===== src/rtl/lms_coef_if.sv =====
// Bundle between the FFE host/slicer logic and the LMS coefficient engine.
// The engine uses the slave view; the driving side uses the master view.
interface lms_coef_if #(
   parameter int DATA_BW = 11,
   parameter int ERR_BW  = 8,
   parameter int COEF_BW = 9,
   parameter int N_COEF  = 7
);
   localparam int IDX_BW = (N_COEF > 1) ? $clog2(N_COEF) : 1;

   logic                      i_en;
   logic [DATA_BW-1:0]        i_data;
   logic [ERR_BW-1:0]         i_error;
   logic [ERR_BW-1:0]         i_mu;
   logic                      i_freeze;
   logic                      i_leak_en;
   logic                      i_load;
   logic [IDX_BW-1:0]         i_load_idx;
   logic [COEF_BW-1:0]        i_load_val;
   logic                      i_clr_sat;
   logic [COEF_BW*N_COEF-1:0] o_coefs;
   logic [N_COEF-1:0]         o_sat;

   modport master (
      output i_en, i_data, i_error, i_mu, i_freeze, i_leak_en,
      output i_load, i_load_idx, i_load_val, i_clr_sat,
      input  o_coefs, o_sat
   );

   modport slave (
      input  i_en, i_data, i_error, i_mu, i_freeze, i_leak_en,
      input  i_load, i_load_idx, i_load_val, i_clr_sat,
      output o_coefs, o_sat
   );
endinterface


===== src/rtl/lms_coef_engine.sv =====
// LMS coefficient updater for the adaptive FFE: c[k] += mu*e*x[k] with saturating
// accumulators, optional leakage, freeze, host load and rounded/saturated outputs.
module lms_coef_engine #(
   parameter int DATA_BW    = 11,
   parameter int DATA_FBW   = 7,
   parameter int ERR_BW     = 8,
   parameter int COEF_BW    = 9,
   parameter int COEF_FBW   = 7,
   parameter int ACC_BW     = 27,
   parameter int N_COEF     = 7,
   parameter int CENTER     = N_COEF / 2,
   parameter int LEAK_SHIFT = 12
) (
   input logic       i_clk,
   input logic       i_rst,
   lms_coef_if.slave bus
);
   localparam int ACC_FBW = 2 * (ERR_BW - 1) + DATA_FBW;
   localparam int SHIFT   = ACC_FBW - COEF_FBW;
   localparam int EW_BW   = 2 * ERR_BW;
   localparam int CORR_BW = EW_BW + DATA_BW;
   localparam int SUM_BW  = ((ACC_BW > CORR_BW) ? ACC_BW : CORR_BW) + 2;
   localparam int RND_BW  = ACC_BW + 1 - SHIFT;
   localparam int IDX_BW  = (N_COEF > 1) ? $clog2(N_COEF) : 1;

   localparam logic signed [ACC_BW-1:0]  ACC_MAX  = {1'b0, {(ACC_BW-1){1'b1}}};
   localparam logic signed [ACC_BW-1:0]  ACC_MIN  = {1'b1, {(ACC_BW-1){1'b0}}};
   localparam logic signed [SUM_BW-1:0]  SUM_MAX  = {{(SUM_BW-ACC_BW){1'b0}}, ACC_MAX};
   localparam logic signed [SUM_BW-1:0]  SUM_MIN  = {{(SUM_BW-ACC_BW){1'b1}}, ACC_MIN};
   localparam logic signed [ACC_BW-1:0]  ACC_ONE  =
      {{(ACC_BW-ACC_FBW-1){1'b0}}, 1'b1, {ACC_FBW{1'b0}}};
   localparam logic signed [COEF_BW-1:0] COEF_ONE =
      {{(COEF_BW-COEF_FBW-1){1'b0}}, 1'b1, {COEF_FBW{1'b0}}};
   localparam logic signed [ACC_BW:0]    RND_HALF =
      {{(ACC_BW-SHIFT+1){1'b0}}, 1'b1, {(SHIFT-1){1'b0}}};
   localparam logic signed [RND_BW-1:0]  CMAX = {{(RND_BW-COEF_BW+1){1'b0}}, {(COEF_BW-1){1'b1}}};
   localparam logic signed [RND_BW-1:0]  CMIN = {{(RND_BW-COEF_BW+1){1'b1}}, {(COEF_BW-1){1'b0}}};

   logic signed [DATA_BW-1:0] r_dl [N_COEF];
   logic signed [EW_BW-1:0]   r_ew;
   logic signed [EW_BW-1:0]   w_err_x;
   logic signed [EW_BW-1:0]   w_mu_x;
   logic                      w_upd_en;

   assign w_err_x  = {{ERR_BW{bus.i_error[ERR_BW-1]}}, bus.i_error};
   assign w_mu_x   = {{ERR_BW{bus.i_mu[ERR_BW-1]}}, bus.i_mu};
   assign w_upd_en = bus.i_en & ~bus.i_freeze;

   // ew is captured every clock; the update uses the value held from the previous clock.
   always_ff @(posedge i_clk) begin
      if (i_rst) begin
         r_ew <= '0;
         for (int k = 0; k < N_COEF; k++) r_dl[k] <= '0;
      end else begin
         r_ew <= w_err_x * w_mu_x;
         if (bus.i_en) begin
            r_dl[0] <= bus.i_data;
            for (int k = 1; k < N_COEF; k++) r_dl[k] <= r_dl[k-1];
         end
      end
   end

   for (genvar k = 0; k < N_COEF; k++) begin : g_tap
      localparam logic signed [ACC_BW-1:0]  ACC_RST  = (k == CENTER) ? ACC_ONE : '0;
      localparam logic signed [COEF_BW-1:0] COEF_RST = (k == CENTER) ? COEF_ONE : '0;

      logic signed [ACC_BW-1:0]  r_acc;
      logic signed [COEF_BW-1:0] r_coef;
      logic                      r_sat;
      logic signed [CORR_BW-1:0] w_ew_x, w_dl_x, w_corr;
      logic signed [ACC_BW-1:0]  w_leak, w_upd, w_load_acc;
      logic signed [SUM_BW-1:0]  w_sum;
      logic                      w_ovf_hi, w_ovf_lo, w_load_hit;
      logic signed [ACC_BW:0]    w_rnd;
      logic signed [RND_BW-1:0]  w_shf;
      logic signed [COEF_BW-1:0] w_coef;
      logic [SHIFT-1:0]          w_unused_frac;

      assign w_ew_x = {{(CORR_BW-EW_BW){r_ew[EW_BW-1]}}, r_ew};
      assign w_dl_x = {{(CORR_BW-DATA_BW){r_dl[k][DATA_BW-1]}}, r_dl[k]};
      assign w_corr = w_ew_x * w_dl_x;
      assign w_leak = bus.i_leak_en ? (r_acc >>> LEAK_SHIFT) : '0;

      // Sum is two bits wider than either operand so overflow is detected, never wrapped.
      assign w_sum = {{(SUM_BW-ACC_BW){r_acc[ACC_BW-1]}}, r_acc}
                   - {{(SUM_BW-ACC_BW){w_leak[ACC_BW-1]}}, w_leak}
                   + {{(SUM_BW-CORR_BW){w_corr[CORR_BW-1]}}, w_corr};
      assign w_ovf_hi = w_sum > SUM_MAX;
      assign w_ovf_lo = w_sum < SUM_MIN;
      assign w_upd    = w_ovf_hi ? ACC_MAX : (w_ovf_lo ? ACC_MIN : w_sum[ACC_BW-1:0]);

      assign w_load_hit = bus.i_load && (bus.i_load_idx == IDX_BW'(k));
      assign w_load_acc = {{(ACC_BW-COEF_BW-SHIFT){bus.i_load_val[COEF_BW-1]}},
                           bus.i_load_val, {SHIFT{1'b0}}};

      assign w_rnd         = {r_acc[ACC_BW-1], r_acc} + RND_HALF;
      assign w_shf         = w_rnd[ACC_BW:SHIFT];
      assign w_unused_frac = w_rnd[SHIFT-1:0];
      assign w_coef = (w_shf > CMAX) ? CMAX[COEF_BW-1:0] :
                      (w_shf < CMIN) ? CMIN[COEF_BW-1:0] : w_shf[COEF_BW-1:0];

      always_ff @(posedge i_clk) begin
         if (i_rst) begin
            r_acc  <= ACC_RST;
            r_coef <= COEF_RST;
            r_sat  <= 1'b0;
         end else begin
            if (w_load_hit)    r_acc <= w_load_acc;
            else if (w_upd_en) r_acc <= w_upd;
            r_coef <= w_coef;
            r_sat  <= (r_sat & ~bus.i_clr_sat) |
                      (w_upd_en & ~w_load_hit & (w_ovf_hi | w_ovf_lo));
         end
      end

      assign bus.o_coefs[COEF_BW*k +: COEF_BW] = r_coef;
      assign bus.o_sat[k]                      = r_sat;
   end
endmodule


===== src/flat_wrapper.sv =====
// flat-port wrapper written by rule: the top's interface ports become plain ports
module lms_coef_engine_flat 
#(
   parameter int DATA_BW    = 11,
   parameter int DATA_FBW   = 7,
   parameter int ERR_BW     = 8,
   parameter int COEF_BW    = 9,
   parameter int COEF_FBW   = 7,
   parameter int ACC_BW     = 27,
   parameter int N_COEF     = 7,
   parameter int CENTER     = N_COEF / 2,
   parameter int LEAK_SHIFT = 12
)
  (i_clk, i_rst, bus_i_en, bus_i_data, bus_i_error, bus_i_mu, bus_i_freeze, bus_i_leak_en, bus_i_load, bus_i_load_idx, bus_i_load_val, bus_i_clr_sat, bus_o_coefs, bus_o_sat);
  lms_coef_if #(.DATA_BW(DATA_BW), .ERR_BW(ERR_BW), .COEF_BW(COEF_BW), .N_COEF(N_COEF)) bus_i ();
  input logic i_clk;
  input logic i_rst;
  input wire logic [$bits(bus_i.i_en)-1:0] bus_i_en;
  input wire logic [$bits(bus_i.i_data)-1:0] bus_i_data;
  input wire logic [$bits(bus_i.i_error)-1:0] bus_i_error;
  input wire logic [$bits(bus_i.i_mu)-1:0] bus_i_mu;
  input wire logic [$bits(bus_i.i_freeze)-1:0] bus_i_freeze;
  input wire logic [$bits(bus_i.i_leak_en)-1:0] bus_i_leak_en;
  input wire logic [$bits(bus_i.i_load)-1:0] bus_i_load;
  input wire logic [$bits(bus_i.i_load_idx)-1:0] bus_i_load_idx;
  input wire logic [$bits(bus_i.i_load_val)-1:0] bus_i_load_val;
  input wire logic [$bits(bus_i.i_clr_sat)-1:0] bus_i_clr_sat;
  output wire logic [$bits(bus_i.o_coefs)-1:0] bus_o_coefs;
  output wire logic [$bits(bus_i.o_sat)-1:0] bus_o_sat;
  assign bus_i.i_en = bus_i_en;
  assign bus_i.i_data = bus_i_data;
  assign bus_i.i_error = bus_i_error;
  assign bus_i.i_mu = bus_i_mu;
  assign bus_i.i_freeze = bus_i_freeze;
  assign bus_i.i_leak_en = bus_i_leak_en;
  assign bus_i.i_load = bus_i_load;
  assign bus_i.i_load_idx = bus_i_load_idx;
  assign bus_i.i_load_val = bus_i_load_val;
  assign bus_i.i_clr_sat = bus_i_clr_sat;
  assign bus_o_coefs = bus_i.o_coefs;
  assign bus_o_sat = bus_i.o_sat;
  lms_coef_engine #(.DATA_BW(DATA_BW), .DATA_FBW(DATA_FBW), .ERR_BW(ERR_BW), .COEF_BW(COEF_BW), .COEF_FBW(COEF_FBW), .ACC_BW(ACC_BW), .N_COEF(N_COEF), .CENTER(CENTER), .LEAK_SHIFT(LEAK_SHIFT)) u_core (.i_clk(i_clk), .i_rst(i_rst), .bus(bus_i));
endmodule

===== config.mk =====
export PLATFORM = sky130hd
export DESIGN_NAME = lms_coef_engine_flat
export DESIGN_NICKNAME = d
export VERILOG_FILES = /design/src/rtl/lms_coef_if.sv /design/src/rtl/lms_coef_engine.sv /design/src/flat_wrapper.sv
export SDC_FILE = /design/constraint.sdc
export NUM_CORES = 2
export LEC_CHECK = 0
export CAP_MARGIN = 40
export CELL_PAD_IN_SITES_DETAIL_PLACEMENT = 1
export CELL_PAD_IN_SITES_GLOBAL_PLACEMENT = 1
export CORE_MARGIN = 2
export CORE_UTILIZATION = 50
export CTS_CLUSTER_SIZE = 8
export DETAILED_ROUTE_END_ITERATION = 12
export PLACE_DENSITY = 0.81
export SLEW_MARGIN = 20
export SYNTH_ARGS = -nofsm -noshare
export SYNTH_HDL_FRONTEND = slang
export SYNTH_SLANG_ARGS = --single-unit

===== constraint.sdc =====
create_clock -name i_clk -period 8.8 [get_ports i_clk]
set_input_delay 0.88 -clock i_clk [delete_from_list [all_inputs] [get_ports i_clk]]
set_output_delay 0.88 -clock i_clk [all_outputs]
set_load 0.02 [all_outputs]

==> run metrics <==
status completed; min-delay src u_core.g_tap[6].r_sat$_SDFF_PP0_; final wirelength approximately 270 mm; CP peak stage delay roughly 0.58 ns; WHS Endpoint u_core.g_tap[6].r_sat$_SDFF_PP0_; global-route wire length before repair just over 400 mm; DRT Pass-1 Iters 5; Worst-Margin Slew between 1 and 1.5 ns; Post-Syn Instances about 9400; Max Cap Viol 0; Layout Skew between 0.03 and 0.04 ns; Clock transition at path regs ~0.06 ns; DRC errors left 0; Hold Violations, Final 0; DR WL/cell 23.20 um; total CTS buffers 55; Worst Hold Depth 1; # setup viols final 0; Bufs on Longest Clock Path 3; max_slew headroom 0.2952; Hold WS slightly below 0.5 ns; register-to-register setup slack roughly 0.17 ns; Peak Freq ~120 MHz; arrival time worst endpoint between 9 and 10 ns; # H-tree levels 2; final period utilization 0.9802; Area growth, synth to finish 8.421%; vias in the first global route 75676; Worst R2R End u_core.g_tap[6].r_acc[16]$_SDFFE_PP0P_; #FFs+latches synth 352; DRT iter0 DRCs approximately 4300; unrepaired setup endpoints after global routing true; CP Launch Type flop; DR vias 67775; Min-Delay Path Class reg -> reg; NumNets Final around 11000; mean number of vias per cell between 5 and 6; io pins between 100 and 150; most frequent cells in the layout inv_1 (1480), fa_1 (1203), nand2_1 (1120); initial antenna violation count 17; library cells used by synthesis just over 100; CTS sink count ~350; core box area about 0.16 sq mm; largest net degree at the start of global routing 76; Worst Path Required roughly 9.4 ns; most common cell after layout, fill and taps aside inv_1; Final Slew Violations 0; Clock Tree Root clkbuf_16; total track usage 0.3262; most frequent cell on the critical path fa_1; GPL Wtd Cong 0.9200; final period demand of the worst path approximately 8.6 ns; DIE AREA between 0.15 and 0.2 sq mm; share of cells above drive strength 1 0.05034; Die X roughly 400 um; average size of a mapped cell 8.336 sq um; Worst setup EP type flop; Critical Path Fanout Max 48; Crit-path slowest cell fa_1; EDFF count, synth slightly below 80; Final ANT Viol Nets 0; Synth async-reset ratio 0; Initial Util 0.5029; Top FF cell, synth dfxtp_1; Rows around 150; detailed placement HPWL between 200 and 250 mm; Die Ht roughly 400 um; syn_nets around 11000; CP Class reg -> reg; reg2reg path depth 29; remaining global-route overflow 0; Reg-to-Reg Start u_core.r_ew[10]$_SDFF_PP0_; port bufs about 120; CTS tree done; post-synthesis sequential area ratio 0.09952; yosys warns 0; Clock Latency Late Sink 0.70 ns; synthesized cell area 0.07855 sq mm
==> area by class of cell <==
cell class,instances,area (sq um)
fill,18703,71040
multi-input combinational,7148,63630
sequential,352,7873
inverter,1481,5563
timing repair buffer,386,3792
tap,2058,2575
clock buffer,78,1545
clock inverter,10,162.7
antenna,11,27.53
==> critical path: cells and delay by family (launching register included) <==
family	cells	cell delay [ns]
AO/OA/AOI/OAI	10	2.45
XOR/XNOR	2	0.50
adder cells (fa/ha/maj)	7	3.36
buffers and inverters	5	0.63
flip-flops	1	0.43
AND/OR/NAND/NOR	5	1.01
==> stage by stage <==
step	utilization	setup TNS, ns	cell area [sq um]	std cells	setup slack (ns)
floorplan	-	0	78550	9423	0.7894
global placement	0.5266	0	82250	11341	0.3044
detailed placement	0.5275	-0.1574	82400	11352	-0.08692
CTS	0.5385	0	84120	11440	0.02566
global route	0.5451	-3.884	85140	11513	-0.1687
finish	0.5452	0	85170	11524	0.1739
==> flip-flops by register name, indices dropped and copies added, names as in the netlist <==
register and count:
u_core.g_tap.r_acc 189, u_core.g_tap.r_coef 63, u_core.r_ew 16, u_core.r_dl 77
u_core.g_tap.r_sat 7
==> metal layers <==
metal / track usage / part of all wire
met5: 0 / 0.00029
met1: 0.3777 / 0.38
met2: 0.5834 / 0.50
met3: 0.04371 / 0.059
met4: 0.1762 / 0.059
==> what timing repair did <==
| action | in CTS | in global routing |
|---|---|---|
| pin swaps | 0 | 9 |
| gates resized for setup | 4 | 65 |
| cloned | 0 | 3 |
| setup buffers | 0 | 61 |
| hold buffers | 0 | 0 |
| setup endpoints to repair | 11 | 183 |
==> worst max path at each step <==
stage                                     startpoint  cells after the start  slack, ns                                endpoint
finish                    u_core.r_ew[10]$_SDFF_PP0_                     29       0.17  u_core.g_tap[6].r_acc[16]$_SDFFE_PP0P_
global route               u_core.r_ew[3]$_SDFF_PP0_                     33      -0.17  u_core.g_tap[2].r_acc[19]$_SDFFE_PP0P_
CTS                        u_core.r_ew[7]$_SDFF_PP0_                     29       0.03  u_core.g_tap[6].r_acc[16]$_SDFFE_PP0P_
detailed placement         u_core.r_ew[6]$_SDFF_PP0_                     29      -0.09  u_core.g_tap[6].r_acc[16]$_SDFFE_PP0P_
global placement    u_core.r_dl[0][24]$_SDFFCE_PN0P_                     30       0.30  u_core.g_tap[2].r_acc[16]$_SDFFE_PP0P_
floorplan                  u_core.r_ew[9]$_SDFF_PP0_                     28       0.79  u_core.g_tap[3].r_acc[20]$_SDFFE_PP0P_
==> logic make-up after synthesis <==
group | share of synthesized area
AO/OA/AOI/OAI | 0.1345
XOR/XNOR | 0.06177
adder cells (fa/ha/maj) | 0.4242
buffers and inverters | 0.09308
flip-flops | 0.09952
multiplexers | 0.0008920
AND/OR/NAND/NOR | 0.1860
==> cells in the mapped netlist (12+ instances only) <==
cell          n  area [sq um]
inv_1      1481          5559
fa_1       1203         24080
nand2_1    1120          4204
ha_1        736          9209
and2_1      677          4235
nor2_1      472          1772
a21oi_1     469          2347
xnor2_1     393          3442
clkbuf_1    390          1464
o21ai_0     386          1932
dfxtp_1     275          5505
xor2_1      161          1410
nand3_1     158         790.8
a21o_1      157          1179
nor3_1      119         595.6
nand2b_1     96         600.6
edfxtp_1     77          2312
nor2b_1      75         469.2
o21a_1       71         533.0
and3_1       66         412.9
a211oi_1     64         480.5
o21bai_1     64         480.5
a31oi_1      55         344.1
or3_1        48         300.3
o211ai_1     46         345.3
nor4_1       36         225.2
a211o_1      34         297.8
nand4_1      34         212.7
a221oi_1     28         245.2
or2_2        25         156.4
a21boi_0     23         172.7
buf_1        23         86.33
o31ai_1      20         150.1
o22ai_1      18         112.6
o2111ai_1    17         148.9
a2111oi_0    16         140.1
buf_2        15         75.07
o32ai_1      14         122.6
a311oi_1     13         113.9
o31a_1       13         113.9
nand3b_1     12         90.09
Power is left out: the tool's default activity adds up to more than one toggle a clock period on the data nets, which glitch-free logic cannot reach.
